--- config.mk ---
export PLATFORM = sky130hd
export DESIGN_NAME = bcd_modn_counter_flat
export DESIGN_NICKNAME = d
export VERILOG_FILES = /design/src/rtl/bcd_cnt_pkg.sv /design/src/rtl/bcd_modn_counter_if.sv /design/src/rtl/bcd_digit.sv /design/src/rtl/bcd_modn_counter.sv /design/src/flat_wrapper.sv
export SDC_FILE = /design/constraint.sdc
export NUM_CORES = 1
export LEC_CHECK = 0
export CORE_MARGIN = 2
export CORE_UTILIZATION = 32
export CTS_CLUSTER_SIZE = 24
export DETAILED_ROUTE_END_ITERATION = 8
export SKIP_CTS_REPAIR_TIMING = 1
export SLEW_MARGIN = 25
export SYNTH_ARGS = -nofsm -noshare
export SYNTH_HDL_FRONTEND = slang
export SYNTH_SLANG_ARGS = --single-unit
--- constraint.sdc ---
create_clock -name CLK -period 2.4 [get_ports CLK]
set_clock_uncertainty 0.1 [all_clocks]
set_input_delay 0.72 -clock CLK [delete_from_list [all_inputs] [get_ports CLK]]
set_output_delay 0.72 -clock CLK [all_outputs]
set_load 0.02 [all_outputs]
--- src/rtl/bcd_cnt_pkg.sv ---
// bcd_cnt_pkg: shared BCD digit constants and integer-to-BCD conversion
package bcd_cnt_pkg;
  localparam int DIGW = 4;
  localparam logic [DIGW-1:0] BCD_NINE = 4'h9;
  function automatic logic [4*DIGW-1:0] to_bcd(input int v, input int ndig);
    logic [4*DIGW-1:0] r;
    int x;
    r = '0;
    x = v;
    for (int i = 0; i < 4; i++) begin
      if (i < ndig) r[i*DIGW +: DIGW] = DIGW'(x % 10);
      x = x / 10;
    end
    return r;
  endfunction
endpackage

--- src/rtl/bcd_modn_counter_if.sv ---
// bcd_modn_counter_if: command/status bundle of one BCD modulo-N counter
interface bcd_modn_counter_if #(parameter int NDIG = 2);
  logic ENABLE, UP, CLEAR, LOAD;
  logic [4*NDIG-1:0] DIN, Q;
  logic TC, CO, LOAD_ERR;
  modport master (output ENABLE, UP, CLEAR, LOAD, DIN, input Q, TC, CO, LOAD_ERR);
  modport slave (input ENABLE, UP, CLEAR, LOAD, DIN, output Q, TC, CO, LOAD_ERR);
endinterface

--- src/rtl/bcd_digit.sv ---
// bcd_digit: one BCD digit step with ripple carry/borrow and forced wrap value
module bcd_digit
  import bcd_cnt_pkg::*;
(
  input  logic [DIGW-1:0] d,
  input  logic [DIGW-1:0] force_val,
  input  logic            step,
  input  logic            up,
  input  logic            wrap,
  output logic [DIGW-1:0] nxt,
  output logic            dig_tc
);
  assign dig_tc = up ? d == BCD_NINE : d == '0;
  assign nxt = wrap ? force_val :
               !step ? d :
               dig_tc ? (up ? '0 : BCD_NINE) :
               up ? d + 1'b1 : d - 1'b1;
endmodule

--- src/rtl/bcd_modn_counter.sv ---
// bcd_modn_counter: NDIG-digit BCD modulo-MODULUS up/down counter with clear, checked load and cascade out
module bcd_modn_counter
  import bcd_cnt_pkg::*;
#(
  parameter int NDIG    = 2,
  parameter int MODULUS = 60
) (
  input logic CLK,
  input logic RESET,
  bcd_modn_counter_if.slave bus
);
  localparam int W = DIGW * NDIG;
  localparam logic [W-1:0] MAXBCD = W'(to_bcd(MODULUS - 1, NDIG));
  logic [W-1:0] q, cnt_nxt, wrap_val;
  logic [NDIG-1:0] dig_ok;
  logic tc, din_ok, load_err;
  assign wrap_val = bus.UP ? '0 : MAXBCD;
  for (genvar i = 0; i < NDIG; i++) begin : g_dig
    logic cin, tcd;
    if (i == 0) begin : g_lsd
      assign cin = 1'b1;
    end else begin : g_hi
      assign cin = g_dig[i-1].cin & g_dig[i-1].tcd;
    end
    bcd_digit u_dig (
      .d        (q[i*DIGW +: DIGW]),
      .force_val(wrap_val[i*DIGW +: DIGW]),
      .step     (cin),
      .up       (bus.UP),
      .wrap     (tc),
      .nxt      (cnt_nxt[i*DIGW +: DIGW]),
      .dig_tc   (tcd)
    );
    assign dig_ok[i] = bus.DIN[i*DIGW +: DIGW] <= BCD_NINE;
  end
  // down-terminal is all digits zero, which is exactly the full borrow chain
  assign tc = bus.UP ? q == MAXBCD : g_dig[NDIG-1].cin & g_dig[NDIG-1].tcd;
  assign din_ok = &dig_ok && bus.DIN <= MAXBCD;
  always_ff @(posedge CLK or negedge RESET)
    if (!RESET) begin
      q <= '0;
      load_err <= 1'b0;
    end else begin
      q <= bus.CLEAR ? '0 : bus.LOAD ? (din_ok ? bus.DIN : q) : bus.ENABLE ? cnt_nxt : q;
      load_err <= !bus.CLEAR && bus.LOAD && !din_ok;
    end
  assign bus.Q = q;
  assign bus.TC = tc;
  assign bus.CO = tc & bus.ENABLE & ~bus.CLEAR & ~bus.LOAD;
  assign bus.LOAD_ERR = load_err;
endmodule

--- src/flat_wrapper.sv ---
// flat-port wrapper written by rule: the top's interface ports become plain ports
module bcd_modn_counter_flat import bcd_cnt_pkg::*;
#(
  parameter int NDIG    = 2,
  parameter int MODULUS = 60
)
  (CLK, RESET, bus_ENABLE, bus_UP, bus_CLEAR, bus_LOAD, bus_DIN, bus_Q, bus_TC, bus_CO, bus_LOAD_ERR);
  bcd_modn_counter_if #(.NDIG(NDIG)) bus_i ();
  input logic CLK;
  input logic RESET;
  input wire logic [$bits(bus_i.ENABLE)-1:0] bus_ENABLE;
  input wire logic [$bits(bus_i.UP)-1:0] bus_UP;
  input wire logic [$bits(bus_i.CLEAR)-1:0] bus_CLEAR;
  input wire logic [$bits(bus_i.LOAD)-1:0] bus_LOAD;
  input wire logic [$bits(bus_i.DIN)-1:0] bus_DIN;
  output wire logic [$bits(bus_i.Q)-1:0] bus_Q;
  output wire logic [$bits(bus_i.TC)-1:0] bus_TC;
  output wire logic [$bits(bus_i.CO)-1:0] bus_CO;
  output wire logic [$bits(bus_i.LOAD_ERR)-1:0] bus_LOAD_ERR;
  assign bus_i.ENABLE = bus_ENABLE;
  assign bus_i.UP = bus_UP;
  assign bus_i.CLEAR = bus_CLEAR;
  assign bus_i.LOAD = bus_LOAD;
  assign bus_i.DIN = bus_DIN;
  assign bus_Q = bus_i.Q;
  assign bus_TC = bus_i.TC;
  assign bus_CO = bus_i.CO;
  assign bus_LOAD_ERR = bus_i.LOAD_ERR;
  bcd_modn_counter #(.NDIG(NDIG), .MODULUS(MODULUS)) u_core (.CLK(CLK), .RESET(RESET), .bus(bus_i));
endmodule
After elaboration in Yosys (flattened, before gate mapping)
Cells that the tools add are included.
{"block": "totals", "regBits": 9, "inputBits": 14, "elab_cells": 48}
{"block": "op_classes", "n_reduce_logical": 12, "n_eq_ne": 4, "mux": 16, "add_sub_neg": 4, "n_lt_le_gt_ge": 3, "bitwise_logic": 6}
{"op": "2-to-1 mux 4 bit", "count": 8}
{"op": "2-to-1 mux 8 bit", "count": 4}
{"op": "adder 4 x 1 -> 4 bit (second input constant)", "count": 2}
{"op": "== test 4 bit (second input constant)", "count": 2}
{"op": "== test 8 x 7 -> 1 bit (second input constant)", "count": 1}
{"op": "<= comparator 4 bit (second input constant)", "count": 2}
{"op": "<= comparator 8 x 7 -> 1 bit (second input constant)", "count": 1}
{"op": "zero test 4 bit", "count": 2}
{"op": "subtractor 4 x 1 -> 4 bit (second input constant)", "count": 2}
{"op": "2-to-1 mux 7 bit", "count": 1}
{"op": "AND 1 bit", "count": 4}
{"op": "AND reduction 2 bit", "count": 2}
{"op": "nonzero test 4 bit", "count": 1}
{"op": "logical AND 1 bit", "count": 3}
{"op": "2-to-1 mux 1 bit", "count": 3}
{"op": "inequality test 3 x 2 -> 1 bit (second input constant)", "count": 1}
{"op": "AND reduction 3 bit", "count": 1}
{"op": "nonzero test 3 bit", "count": 1}
{"op": "zero test 1 bit", "count": 2}
{"op": "inverter 1 bit", "count": 2}

Longest topological paths before layout
{"block": "depth", "depth_word": 8, "ltp_mapped": 7, "ltp_nobuf": 7}

By module
Synthesis repeated with hierarchy kept, for this count alone.
{"block": "hier_totals", "cells_unflattened": 124, "hier_area_um2": 1082.3}
{"mod": "bcd_modn_counter", "instances": 1, "seq_area_each_um2": 225.2, "cells_each": 56, "area_per_inst_um2": 609.3}
{"mod": "bcd_digit", "instances": 2, "seq_area_each_um2": 0.0, "cells_each": 34, "area_per_inst_um2": 236.5}

Worst setup path after synthesis
OpenSTA, ideal clock, no wires.
{"block": "synth_path", "kind": "input -> output", "from": "input port bus_UP", "to": "output port bus_CO", "n_path_buf": 0, "path_stages": 5, "t_arrival_ns": 2.011, "slack_ns": -0.431, "path_cell_list": "or3_1 -> a21boi_1 -> nor3b_2 -> or2_1 -> and3_1"}
{"block": "synth_via", "elab_chain_len": 6}
{"element": "start: declaration", "line_no": "flat_wrapper.sv:12", "rtl": "input wire logic [$bits(bus_i.UP)-1:0] bus_UP;"}
{"element": "2-to-1 mux 1 bit", "line_no": "bcd_digit.sv:13", "rtl": "assign dig_tc = up ? d == BCD_NINE : d == '0;"}
{"element": "AND 1 bit", "line_no": "bcd_modn_counter.sv:37", "rtl": "assign tc = bus.UP ? q == MAXBCD : g_dig[NDIG-1].cin & g_dig[NDIG-1].tcd;"}
{"element": "2-to-1 mux 1 bit *", "line_no": "bcd_modn_counter.sv:37"}
{"element": "net bus_TC", "line_no": "flat_wrapper.sv:17", "rtl": "output wire logic [$bits(bus_i.TC)-1:0] bus_TC;"}
{"element": "AND 1 bit * (3 in series)", "line_no": "bcd_modn_counter.sv:49", "rtl": "assign bus.CO = tc & bus.ENABLE & ~bus.CLEAR & ~bus.LOAD;"}
{"element": "end: declaration", "line_no": "flat_wrapper.sv:18", "rtl": "output wire logic [$bits(bus_i.CO)-1:0] bus_CO;"}
Mark *: on every way through the listed nets, which the timed path passes. The rest lies on a longest branch.

Worst setup path in the final report
{"block": "layout_path", "from": "input port bus_UP", "to": "output port bus_CO"}
{"block": "layout_via", "elab_chain_len": 6}
{"element": "2-to-1 mux 1 bit", "line_no": "bcd_digit.sv:13"}
{"element": "AND 1 bit", "line_no": "bcd_modn_counter.sv:37"}
{"element": "2-to-1 mux 1 bit *", "line_no": "bcd_modn_counter.sv:37"}
{"element": "AND 1 bit * (3 in series)", "line_no": "bcd_modn_counter.sv:49"}
Mark *: on every way between the ends. The rest lies on a longest branch, timed or not.

==> reports/metrics.yaml <==
worst_setup_path:
  path_delay_family: "simple AND/OR/NAND/NOR gates"
  path_common_cell: "buf_6"
  r2r_cells: 7
  r2r-start: "u_core.bus.Q[5]"
  cp_max_fo: 2
  critPathArrivalTime_ps: 1970
  path_buf_inv: 2
  r2r_slack_ps: 410
  crit_slowest_cell: "or3_4"
  r2r_end: "u_core.bus.Q[7]"
  required_ps: 1580
  end_kind: "output pin"
  critPathKind: "input pin to output pin"
  cp_slowest_stage_delay_ps: 360
  start_kind: "input pin"
  path_cells: "buf_6 -> or3_4 -> a21boi_2 -> nor3b_4 -> or2_4 -> and3_4 -> buf_6"
sta:
  report.final.setup_viol: 2
  fmax_mhz: 358
  fin_crit_sh_pct: 116
  period_minus_slack_ps: 2790
  tightest_slew_ps: 479
  hold_slack_ps: 540
  fin_ws_ps: -395
  slew_violations: 0
  grt_setup_unrepaired: "yes"
  hold_viol_final: 0
  relSlewSlack_pct: 68.0
global_route:
  use_met1_pct: 25.2
  grt_overflow: 0
  grt_pass1_vias: 927
  top_usage_layer: "met2"
  grt_max_degree: 12
  met3_usage_pct: 2.22
  grt_util_all_layers_pct: 19.8
  use_met2_pct: 32.3
  antenna_found_initial: 0
  grt_pass1_wl_mm: 4.09
route:
  drt_iter0_drc: 8
  ant_nets: 0
  viasPerCell: 5.14
  wire_per_inst_um: 13.2
  post-route-drc-count: 0
  wl_mm: 2.41
  num_vias: 936
  drt_pre_antenna_iters: 4
hold_path:
  hold_start: "u_core.bus.Q[0]"
  hold_path_depth: 2
  min_to: "u_core.bus.Q[0]"
  hold_path.class: "flip-flop to flip-flop"
synth:
  yosysWarnings: 0
  synth_edf_count: 0
  netlist-cell-type-count: 40
  ys.flop_type: "dfrtp_1"
  synth_area_um2: 795
  synth-xor-area-share_pct: 3.31
  synth-compound-area-share_pct: 30.1
  async_flop_share_pct: 100
  yosysSeqAreaShare_pct: 28.3
  ys_ff_latch: 9
  synthAdderAreaFrac_pct: 11.3
  syn_inst: 93
  syn-mean-instance-area_um2: 8.54
  synth.area.mux_share_pct: 0
  synth_top_family_by_area: "compound AO/OA/AOI/OAI gates"
  synth_nets: 113
  synthSimpleGateAreaFrac_pct: 23.1
power_and_ir_drop:
  clock_power_share_pct: 17.6
  p_int_mw: 0.451
  p_leak_nw: 0.626
  swShare_pct: 37.7
  irDropWorstVdd_mv: 0.315
  p_per_area_nw_per_um2: 527
  pwr-share-seq_pct: 26.4
  power_mw: 0.725
  switchingPower_mw: 0.274
  comb_power_share_pct: 56.0
placed_design:
  hpwl_mm: 1.93
  routabilityCongestion: 0.884
  dp.cells: 175
  io_buffers: 24
final_layout:
  regArea_um2: 225
  area_delta_synth_final_pct: 73.1
  final_cells: 182
  fillers: 229
  final_nets: 173
  layout-drive-gt1-share_pct: 30.3
  multi_input_area_um2: 568
  antennaDiodeCount: 0
clock_tree:
  cts_max_path_buffers: 2
  tritoncts: "done"
  cts.clk_slew.worst_paths_ps: 70
  cts_buffers: 3
  htree_levels: 1
  cts.sinks: 9
  clk_latency_ps: 270
  cts_root_buf: "clkbuf_4"
floorplan:
  core_area_um2: 2410
  io_pins: 25
  fp.dieW_um: 53.8
  start_util_pct: 33.0
  dieArea_um2: 2900
  die_h_um: 53.8
  rows: 18
job:
  drv_cap: 0
outcome:
  status: "complete, but fails checks"
  violations: "negative setup slack"
[cell usage in the layout, fill, tap and decap left out, types with 2 or more instances in the layout]
cell             instances
and2_1                   2
buf_4                   32
clkdlybuf4s50_1         21
inv_1                    6
ha_1                     4
o21ai_0                  6
a22o_1                   2
nor3_1                   2
a21oi_1                  7
a211o_1                  2
dfrtp_1                  9
nand2b_1                 2
clkbuf_4                 3
nor2b_1                  2
nand2_1                  7
xor2_1                   2
fa_1                     2
o41ai_1                  2
buf_6                    4
nand3_1                  5
nor2_1                   6
[routing by layer]
metal	vias up	routed length (µm)	part of all wire, %
met5	-	0	0
met4	0	48	2.0
met3	5	94	3.9
met2	21	1180	49
met1	437	1080	45
li1	473	-	-
[power groups by stage]
| stage | Clock [mW] | Sequential [mW] | Combinational (mW) |
|---|---|---|---|
| 2_1_floorplan | 0 | 0.240 | 0.151 |
| 3_3_place_gp | 0 | 0.193 | 0.391 |
| 3_5_place_dp | 0 | 0.194 | 0.398 |
| 4_1_cts | 0.131 | 0.191 | 0.400 |
| 5_1_grt | 0.137 | 0.194 | 0.447 |
| 6_report | 0.128 | 0.191 | 0.406 |
[cells in the mapped netlist, types with 2 or more instances]
library cell | count | area (µm²)
dfrtp_1 | 9 | 225
a21oi_1 | 7 | 35.0
nand2_1 | 7 | 26.3
inv_1 | 6 | 22.5
nor2_1 | 6 | 22.5
o21ai_0 | 6 | 30.0
nand3_1 | 5 | 25.0
ha_1 | 4 | 50.1
a211o_1 | 2 | 17.5
a22o_1 | 2 | 17.5
and2_1 | 2 | 12.5
clkbuf_1 | 2 | 7.51
fa_1 | 2 | 40.0
nand2b_1 | 2 | 12.5
nor2b_1 | 2 | 12.5
nor3_1 | 2 | 10.0
o41ai_1 | 2 | 17.5
or3_1 | 2 | 12.5
xor2_1 | 2 | 17.5
[worst register-to-register path, stage by stage (launching register included)]
cell     delay (ps)
dfrtp_1         420
buf_4           160
ha_1            290
a21o_1          190
a21oi_1         170
xnor2_1         110
a221o_1         350
a22oi_1         130
[cell families (layout without fill, tap and decap cells)]
logic type	after synthesis	after routing
buffers and inverters	8	67
AND/OR/NAND/NOR	34	34
AO/OA/AOI/OAI	33	33
adder cells (fa/ha/maj)	6	6
flip-flops	9	9
XOR/XNOR	3	3
[flip-flops by register name (all words and copies together) (netlist names)]
name	count
u_core.bus.Q	8
u_core.bus.LOAD_ERR	1
[per-stage QoR]
stage / worst slack, ps / util [%] / instance area [µm²] / setup TNS (ps)
after CTS: -1210 / 55.3 / 1330 / -2920
after floorplan: -258 / - / 811 / -300
after global routing: -461 / 57.1 / 1380 / -847
final: -395 / 57.1 / 1380 / -712
after detailed placement: -1180 / 54.2 / 1310 / -4830
after global placement: -1170 / 54.2 / 1310 / -4520
[area by class of cell]
cell class	instances	share of cell area [%]
Multi-Input combinational cell	76	41.3
Clock buffer	4	1.91
Timing Repair Buffer	57	36.0
Sequential cell	9	16.4
Inverter	6	1.64
Tap cell	30	2.73
[worst max path at each step]
stage,startpoint,end,cells past startpoint
floorplan,bus_UP,bus_CO,5
global placement,bus_UP,bus_CO,7
detailed placement,bus_UP,bus_CO,7
CTS,bus_UP,bus_CO,7
global route,bus_UP,bus_CO,7
finish,bus_UP,bus_CO,7
Power figures use the tool's default switching activity.
